===== src/rtl/overlay_pkg.sv =====
// Shared sizes and types for the sprite overlay scheduler: slot config record
// and the address format of the shared 1-bit sprite bitmap ROM.
package overlay_pkg;

  localparam int N_SPR = 4;
  localparam int SPR_W = 30;
  localparam int SPR_H = 20;
  localparam int ID_W  = $clog2(N_SPR);

  typedef logic [ID_W-1:0] spr_id_t;

  typedef struct packed {
    logic       en;
    logic [9:0] x;
    logic [9:0] y;
  } spr_cfg_t;

  // ROM word address is {slot id, sprite row, sprite column}
  typedef logic [ID_W+9:0] rom_addr_t;

  function automatic rom_addr_t make_rom_addr(input spr_id_t id,
                                              input logic [4:0] row,
                                              input logic [4:0] col);
    return {id, row, col};
  endfunction

endpackage


===== src/rtl/overlay_hit_cmp.sv =====
// Per-slot window test: does the current pixel fall inside this sprite, and
// at which sprite-local row/column.
module overlay_hit_cmp
  import overlay_pkg::*;
(
  input  spr_cfg_t   cfg,
  input  logic [9:0] draw_x,
  input  logic [9:0] draw_y,
  output logic       hit,
  output logic [4:0] row,
  output logic [4:0] col
);

  logic [10:0] x_end;
  logic [10:0] y_end;

  // Right/bottom edges are formed in 11 bits so a sprite near 1023 never wraps to column 0
  assign x_end = {1'b0, cfg.x} + 11'(SPR_W);
  assign y_end = {1'b0, cfg.y} + 11'(SPR_H);

  assign hit = cfg.en
             && (draw_x >= cfg.x) && ({1'b0, draw_x} < x_end)
             && (draw_y >= cfg.y) && ({1'b0, draw_y} < y_end);

  // Offsets are below 32 whenever hit is set, so the low 5 bits of the difference suffice
  assign col = draw_x[4:0] - cfg.x[4:0];
  assign row = draw_y[4:0] - cfg.y[4:0];

endmodule


===== src/rtl/overlay_sprite_sched.sv =====
// Sprite overlay scheduler: double-buffered slot config, fixed-priority hit
// selection, shared ROM lookup and a 2-cycle pixel_on/pixel_id pipeline.
module overlay_sprite_sched
  import overlay_pkg::*;
(
  input  logic            Clk,
  input  logic            Reset,
  input  logic [9:0]      DrawX,
  input  logic [9:0]      DrawY,
  input  logic            pixel_en,
  input  logic            frame_start,
  input  logic            cfg_we,
  input  logic [ID_W-1:0] cfg_idx,
  input  logic [9:0]      cfg_x,
  input  logic [9:0]      cfg_y,
  input  logic            cfg_en,
  output rom_addr_t       rom_addr,
  input  logic            rom_data,
  output logic            pixel_valid,
  output logic            pixel_on,
  output logic [ID_W-1:0] pixel_id
);

  spr_cfg_t   shadow_cfg [N_SPR];
  spr_cfg_t   active_cfg [N_SPR];
  spr_cfg_t   load_cfg   [N_SPR];
  spr_cfg_t   cmp_cfg    [N_SPR];
  spr_cfg_t   new_cfg;

  logic [N_SPR-1:0] hit_vec;
  logic [4:0]       row_arr [N_SPR];
  logic [4:0]       col_arr [N_SPR];

  logic       win_hit;
  spr_id_t    win_id;
  logic [4:0] win_row;
  logic [4:0] win_col;

  logic       s1_valid;
  logic       s1_hit;
  spr_id_t    s1_id;
  logic       fg_bit;

  assign new_cfg = '{en: cfg_en, x: cfg_x, y: cfg_y};

  // The frame-start pixel already sees the freshly loaded config, including a coincident write
  always_comb begin
    for (int i = 0; i < N_SPR; i++) begin
      load_cfg[i] = (cfg_we && (cfg_idx == spr_id_t'(i))) ? new_cfg : shadow_cfg[i];
      cmp_cfg[i]  = frame_start ? load_cfg[i] : active_cfg[i];
    end
  end

  always_ff @(posedge Clk or posedge Reset) begin
    if (Reset) begin
      for (int i = 0; i < N_SPR; i++) shadow_cfg[i] <= '0;
    end else if (cfg_we) begin
      shadow_cfg[cfg_idx] <= new_cfg;
    end
  end

  always_ff @(posedge Clk or posedge Reset) begin
    if (Reset) begin
      for (int i = 0; i < N_SPR; i++) active_cfg[i] <= '0;
    end else if (frame_start) begin
      for (int i = 0; i < N_SPR; i++) active_cfg[i] <= load_cfg[i];
    end
  end

  for (genvar g = 0; g < N_SPR; g++) begin : g_slot
    overlay_hit_cmp u_hit (
      .cfg    (cmp_cfg[g]),
      .draw_x (DrawX),
      .draw_y (DrawY),
      .hit    (hit_vec[g]),
      .row    (row_arr[g]),
      .col    (col_arr[g])
    );
  end

  // Scan from lowest priority upward so the lowest-index hitting slot is left as winner
  always_comb begin
    win_hit = 1'b0;
    win_id  = '0;
    win_row = '0;
    win_col = '0;
    for (int i = N_SPR - 1; i >= 0; i--) begin
      if (hit_vec[i]) begin
        win_hit = 1'b1;
        win_id  = spr_id_t'(i);
        win_row = row_arr[i];
        win_col = col_arr[i];
      end
    end
  end

  always_ff @(posedge Clk or posedge Reset) begin
    if (Reset) begin
      s1_valid <= 1'b0;
      s1_hit   <= 1'b0;
      s1_id    <= '0;
      rom_addr <= '0;
    end else begin
      s1_valid <= pixel_en;
      s1_hit   <= pixel_en && win_hit;
      s1_id    <= win_id;
      rom_addr <= (pixel_en && win_hit) ? make_rom_addr(win_id, win_row, win_col) : '0;
    end
  end

  // A transparent winner stays transparent; lower-priority slots are never consulted
  assign fg_bit = s1_valid && s1_hit && rom_data;

  always_ff @(posedge Clk or posedge Reset) begin
    if (Reset) begin
      pixel_valid <= 1'b0;
      pixel_on    <= 1'b0;
      pixel_id    <= '0;
    end else begin
      pixel_valid <= s1_valid;
      pixel_on    <= fg_bit;
      pixel_id    <= fg_bit ? s1_id : '0;
    end
  end

endmodule

===== config.mk =====
export PLATFORM = sky130hd
export DESIGN_NAME = overlay_sprite_sched
export DESIGN_NICKNAME = d
export VERILOG_FILES = /design/src/rtl/overlay_pkg.sv /design/src/rtl/overlay_hit_cmp.sv /design/src/rtl/overlay_sprite_sched.sv
export SDC_FILE = /design/constraint.sdc
export NUM_CORES = 1
export LEC_CHECK = 0
export ABC_CLOCK_PERIOD_IN_PS = 9600
export CORE_UTILIZATION = 45
export DETAILED_ROUTE_END_ITERATION = 10
export HOLD_SLACK_MARGIN = 0.03
export RECOVER_POWER = 25
export SETUP_SLACK_MARGIN = 0.5
export SLEW_MARGIN = 20
export SYNTH_ARGS = -nofsm -noshare
export SYNTH_HDL_FRONTEND = slang
export SYNTH_SLANG_ARGS = --single-unit

===== constraint.sdc =====
create_clock -name Clk -period 9.6 [get_ports Clk]
set_input_delay 2.88 -clock Clk [delete_from_list [all_inputs] [get_ports Clk]]
set_output_delay 2.88 -clock Clk [all_outputs]
set_load 0.03 [all_outputs]

==> After elaboration in Yosys (flattened, before gate mapping) <==
Index checks and enable logic that the tools add are counted.
{ "op_classes": {"n_eq_ne": 3, "add_sub_neg": 16, "n_reduce_logical": 25, "n_lt_le_gt_ge": 18, "div": 0, "muxes": 29, "shift": 0, "bitwise": 1, "mul": 0} }
{ "ops": {"columns": ["operator", "count"], "rows": [
  ["2-to-1 mux 21 bit", 9],
  ["adder 10 x 5 -> 11 bit (second input constant)", 8],
  ["less-than comparator 10 x 11 -> 1 bit", 8],
  ["bitwise mux 84 bit", 1],
  ["greater-or-equal comparator 10 bit", 8],
  ["demux 21 bit (select 2 bit)", 1],
  ["2-to-1 mux 5 bit", 8],
  ["subtractor 5 bit", 8],
  ["logical AND 1 bit", 24],
  ["2-to-1 mux 12 bit", 1],
  ["2-to-1 mux 2 bit", 5],
  ["== test 2 bit (second input constant)", 2],
  ["2-to-1 mux 1 bit", 4],
  ["greater-or-equal comparator 3 bit (second input constant)", 1],
  ["less-than comparator 3 x 1 -> 1 bit (second input constant)", 1],
  ["NOT 2 -> 3 bit", 1],
  ["== test 2 x 1 -> 1 bit (second input constant)", 1],
  ["zero test 2 bit", 1]
]} }
{ "word_totals": {"romBits": 0, "register_bits": 188, "mem_bits_rw": 0, "out_inout_bits": 16, "inputBits": 49, "memories": 0, "word_cells": 123, "latch_bits": 0} }

==> Depth between registers and ports, before layout <==
{ "logic_depth": {"word_depth": 15, "ltp_mapped": 28, "ltp_nobuf": 18} }

==> By module <==
From an unflattened synthesis, not the netlist that was laid out.
{ "unflattened": {"hier_cells": 1345, "area_unflattened_um2": 12085.3} }
{ "modules_own_cells": {"columns": ["module", "n_inst", "cells_per_inst", "area_per_inst_um2", "seq_area_each_um2"], "rows": [
  ["overlay_sprite_sched", 1, 703, 7081.8, 4704.5],
  ["overlay_hit_cmp at g_slot[1].u_hit ...", 2, 162, 1255.0, 0.0],
  ["overlay_hit_cmp at g_slot[3].u_hit", 1, 161, 1266.2, 0.0],
  ["overlay_hit_cmp at g_slot[0].u_hit", 1, 157, 1227.4, 0.0]
]} }

==> Worst setup path after synthesis <==
Ideal clock, no wire load.
{ "synth_path": {"path_type": "in2reg", "from": "input frame_start", "to": "register rom_addr[0]", "setup_ns": 0.111, "setup_slack_ns": 2.004, "path_buffers": 11, "t_required_ns": 9.489, "cell_stages": 24, "t_arrival_ns": 7.485, "path_cell_list": "buf_2 -> buf_6 -> buf_6 -> buf_6 -> buf_4 -> buf_2 -> buf_1 -> buf_2 -> buf_1 -> buf_1 -> a21o_1 -> ha_1 -> nand2_1 -> nand2b_1 -> xnor2_1 -> ha_1 -> a2111oi_0 -> a21oi_1 -> o22a_1 -> nor4_2 -> or2_1 -> buf_2 -> o21ai_2 -> a2111oi_2"} }
{ "synth_between": {"elab_chain_len": 12, "word_cells_on_any_way": 58, "cone_classes": "12 x add/sub; 16 x order compare; 13 x mux; 17 x reduce/logical"} }
{ "synth_rtl": {"columns": ["item", "line", "source"], "rows": [
  ["start: declaration", "overlay_sprite_sched.sv:11", "input logic frame_start,"],
  ["2-to-1 mux 21 bit", "overlay_sprite_sched.sv:50", "cmp_cfg[i] = frame_start ? load_cfg[i] : active_cfg[i];"],
  ["adder 10 x 5 -> 11 bit or greater-or-equal comparator 10 bit (tied branches)", "overlay_hit_cmp.sv:18, overlay_hit_cmp.sv:22", null],
  ["less-than comparator 10 x 11 -> 1 bit or logical AND 1 bit (tied branches)", "overlay_hit_cmp.sv:22", "&& (draw_x >= cfg.x) && ({1'b0, draw_x} < x_end)"],
  ["logical AND 1 bit", "overlay_hit_cmp.sv:22", null],
  ["logical AND 1 bit (2 in a row)", "overlay_hit_cmp.sv:23", "&& (draw_y >= cfg.y) && ({1'b0, draw_y} < y_end);"],
  ["2-to-1 mux 1 bit (4 in a row)", "overlay_sprite_sched.sv:88", "if (hit_vec[i]) begin"],
  ["logical AND 1 bit", "overlay_sprite_sched.sv:107", "rom_addr <= (pixel_en && win_hit) ? make_rom_addr(win_id, win_row, win_col) : '0;"],
  ["2-to-1 mux 12 bit (*)", "overlay_sprite_sched.sv:107", null],
  ["end signal: assignment", "overlay_sprite_sched.sv:107", null],
  ["end: declaration", "overlay_sprite_sched.sv:17", "output rom_addr_t rom_addr,"]
]} }
Mark *: on every way between the ends. The rest lies on a longest branch, timed or not.
A chain may end at the register's enable or synchronous reset.

==> Worst setup path in the final report <==
{ "layout_path": {"from": "input cfg_idx[1]", "to": "register rom_addr[5]"} }
{ "layout_between": {"elab_chain_len": 15, "word_cells_on_any_way": 70, "cone_classes": "12 x add/sub; 16 x order compare; 3 x eq/ne; 17 x mux; 22 x reduce/logical"} }
{ "layout_rtl": {"columns": ["item", "line", "source"], "rows": [
  ["start: declaration", "overlay_sprite_sched.sv:13", "input logic [ID_W-1:0] cfg_idx,"],
  ["== test 2 bit", "overlay_sprite_sched.sv:49", "load_cfg[i] = (cfg_we && (cfg_idx == spr_id_t'(i))) ? new_cfg : shadow_cfg[i];"],
  ["logical AND 1 bit", "overlay_sprite_sched.sv:49", null],
  ["2-to-1 mux 21 bit", "overlay_sprite_sched.sv:49", null],
  ["2-to-1 mux 21 bit", "overlay_sprite_sched.sv:50", null],
  ["adder 10 x 5 -> 11 bit or greater-or-equal comparator 10 bit (tied branches)", "overlay_hit_cmp.sv:18, overlay_hit_cmp.sv:22", null],
  ["less-than comparator 10 x 11 -> 1 bit or logical AND 1 bit (tied branches)", "overlay_hit_cmp.sv:22", null],
  ["logical AND 1 bit", "overlay_hit_cmp.sv:22", null],
  ["logical AND 1 bit (2 in a row)", "overlay_hit_cmp.sv:23", null],
  ["2-to-1 mux 1 bit (4 in a row)", "overlay_sprite_sched.sv:88", null],
  ["logical AND 1 bit", "overlay_sprite_sched.sv:107", null],
  ["2-to-1 mux 12 bit (*)", "overlay_sprite_sched.sv:107", null]
]} }
Marked as above.

==> results.md <==
* Synth Area in Compound Gates at 0.1499
* Highest-delay cell along the critical path: nand3b_1
* Die H at 170.7 um
* DIE AREA at 0.02914 mm^2
* Core area at 0.02786 mm^2
* DR vias at 9512
* Crit path max-delay family: compound AO/OA/AOI/OAI gates
* Register area at 0.004705 mm^2
* Buffer count from post-CTS setup fixing at 0
* CP startpoint: cfg_idx[1]
* Area Growth Syn to Fin at 12.34%
* Post-DRT Antenna Nets at 0
* Failing checks: max-capacitance violations, max-slew violations
* Synth Area in Adders at 0.1665
* Worst-path maximum fanout at 16
* Seq cells post-synth at 188
* Final WL at 32840 um
* EDFF count, synth at 0
* Global Route Usage Sum at 0.2380
* Worst path depth at 19
* Critical Path RT at 9910 ps
* Tot Pwr at 2.762 mW
* Final min period at 8052 ps
* Slew HR at -2.285
* Placed cells at 1725
* Via/cell ratio at 5.414
* First-pass GRT wire length at 52610 um
* Setup CP Type: in -> reg
* Drt wl/cell at 18.69 um
* Synth cell types at 78
* Post-synthesis mux area share at 0.09212
* 1st-iter DRT viols at 584
* Cts bufs inserted at 17
* Drc violations at 0
* Fill count at 2554
* Nets@finish at 1579
* Slew @ Worst Pin at 4928 ps
* Reg clk slew, reported paths at 80 ps
* Final setup viols at 0
* Largest net degree at the start of global routing at 129
* Reg2reg setup slack at 5160 ps
* CP max stage delay at 710 ps
* Synth warn at 0
* Synthesized-area fraction occupied by and/or/nand/nor cells at 0.1115
* Fin crit share at 0.8387
* Status: finished with violations
* DRT Pass-1 Iters at 5
* Power Density at 192.0 mW/mm^2
* GRT overflow at 0
* R2R Path End: rom_addr[6]
* Root buffer cell: clkbuf_16
* I/O Pins at 65
* Largest family of logic cells by synthesized area: adder cells
* Initial Util at 0.4598
* Synth Flop Type: dfrtp_1
* Gpl congestion at 0.8689
* Max Transition Viols Final at 129
* Place WS at 1209 ps
* Share of the synthesized area in the top cell type at 0.3673
* Layout cells sized above 1 at 0.07832
* Layout Skew at 9.048 ps
* Clk sinks at 188
* HPWL after DPL at 24280 um
* Number of buffers and inverters on the critical path at 4
* Htree depth at 4
* Max Cap Viol at 1
* Register area share after synthesis at 0.3673
* Clk Latency, worst-skew pair at 430 ps
* Post-synthesis xor/xnor area fraction at 0.04923
* Initial antenna violation count at 0
* Vias in the first global route at 9188
* Mapped Area at 0.01281 mm^2
* Crit path launch type: primary input
* Fin util at 0.5165
* CP Capture Point: rom_addr[5]
* Final non-filler cell total at 1757
* Hold buffer count at CTS at 0
* Post-synthesis net count at 1526
* TritonCTS clock tree: yes
* Row cnt at 61
* Setup crit end kind: register
* Worst VDD drop at 0.1403 mV
* Leakage Power at 7.076 nW
* Asr flop ratio synth at 1.000
* Worst flop-to-flop path startpoint: shadow_cfg[65]
* Synth area leader: dfrtp_1
* Critical Path AT at 8360 ps
* CTS resizes at 0
* RSZ-0062 raised after global routing: false
* Hold Path Class: reg -> reg
* Synth Area per Inst at 9.755 um^2
* Antenna cells at 0
* Die width at 170.7 um
* Top post-synthesis cells by area: dfrtp_1 (37%), ha_1 (15%), mux2i_1 (5.0%)
* Clk buf depth at 2
* Max frequency at 0.1242 GHz
* Sum Neg Setup Slack at 0 ps
* Reg2Reg Depth at 17
* PnR worst setup slack at 1548 ps
* CP Cell Sequence: clkdlybuf4s50_1, nand3b_1, buf_4, mux2i_1, a21oi_1, inv_1, o21ai_0, nand2_1, xnor2_1, ha_1, a21o_1, a21o_1, a211oi_1, a32oi_1, nor4_2, buf_4, or2_1, o21ai_2, a2111oi_2
* Multi-input combinational cell area at 0.007302 mm^2
* Final hold vios at 0
* Port-buffer cells at 64
* Synth Instances at 1313
==> state kept, by name, summed over array words and instances, names as in the netlist <==
| name | count |
|---|---|
| pixel_id | 2 |
| s1_id | 2 |
| rom_addr | 12 |
| pixel_on | 1 |
| pixel_valid | 1 |
| s1_valid | 1 |
| s1_hit | 1 |
| shadow_cfg | 84 |
| active_cfg | 84 |
==> worst reg2reg max path: stages (launching register included) <==
cell and delay (ps):
dfrtp_1 320, mux2i_1 70, a21oi_1 500, ha_1 360, o21ai_0 100, o21ai_0 210
nand2_1 110, xnor2_1 130, ha_1 300, and3_1 170, o221ai_1 100, a21o_1 170
a32oi_1 300, a2111oi_4 80, buf_4 240, or2_1 360, o21ai_2 610, a21oi_1 140
==> power breakdown <==
part	total, mW	leakage [nW]	switching (mW)	internal, mW
clock network	0.732	0.290	0.355	0.377
logic	1.05	4.54	0.611	0.439
registers	0.980	2.25	0.0525	0.927
total	2.76	7.08	1.02	1.74
==> worst min path at each step <==
stage	start	endpoint	slack, ps	depth (start not counted)
after floorplan	s1_valid	pixel_valid	350	0
final	s1_valid	pixel_valid	370	0
after global routing	s1_valid	pixel_valid	380	0
after detailed placement	s1_valid	pixel_valid	350	0
after CTS	s1_valid	pixel_valid	370	0
after global placement	s1_valid	pixel_valid	360	0
==> kinds of logic after synthesis <==
| kind of cell | count (synthesis) |
|---|---|
| AND/OR/NAND/NOR | 294 |
| adder cells (fa/ha/maj) | 166 |
| buffers and inverters | 198 |
| multiplexers | 111 |
| XOR/XNOR | 72 |
| AO/OA/AOI/OAI | 284 |
| flip-flops | 188 |
==> routing by layer <==
metal,GRT usage,part of all wire,vias up
li1,-,-,4696
met4,0.05915,0.013,0
met5,0,0,-
met2,0.3485,0.42,205
met3,0.02730,0.041,27
met1,0.3686,0.53,4584
==> synthesized netlist by cell type, types with 21 or more instances <==
cell / n
a21oi_1: 85
nand2_1: 90
inv_1: 153
o21ai_0: 50
xnor2_1: 57
mux2i_1: 64
ha_1: 156
nor3_1: 21
nor2_1: 76
dfrtp_1: 188
mux2_2: 43
nand3_1: 29
a21o_1: 42
==> layout by cell type (no fill, tap or decap), types with 8 or more instances in the layout <==
cell,count
a21o_1,42
a21oi_1,85
and3_1,8
buf_4,13
clkbuf_16,17
clkdlybuf4s50_1,60
dfrtp_1,188
fa_1,8
ha_1,156
inv_1,153
mux2_2,43
mux2i_1,64
nand2_1,90
nand2b_1,8
nand3_1,28
nor2_1,76
nor2b_1,17
nor3_1,21
o211ai_1,16
o21a_1,9
o21ai_0,50
xnor2_1,57
xor2_1,15
==> final cells by class <==
type                    instances  area share
repair buffers                 77     0.05139
inverters                     155     0.04043
clock buffers                  18     0.03052
flip-flops and latches        188      0.3270
clock inverters                14     0.01035
well taps                     378     0.03287
multi-input cells             927      0.5075
==> through the flow <==
stage	cell area, um^2	hold slack [ps]
after CTS	14400	372.2
after detailed placement	13810	354.4
final	14390	371.2
after global routing	14390	375.8
after global placement	13810	359.0
after floorplan	12810	346.6
No activity file was read; power rests on OpenSTA's default activity.
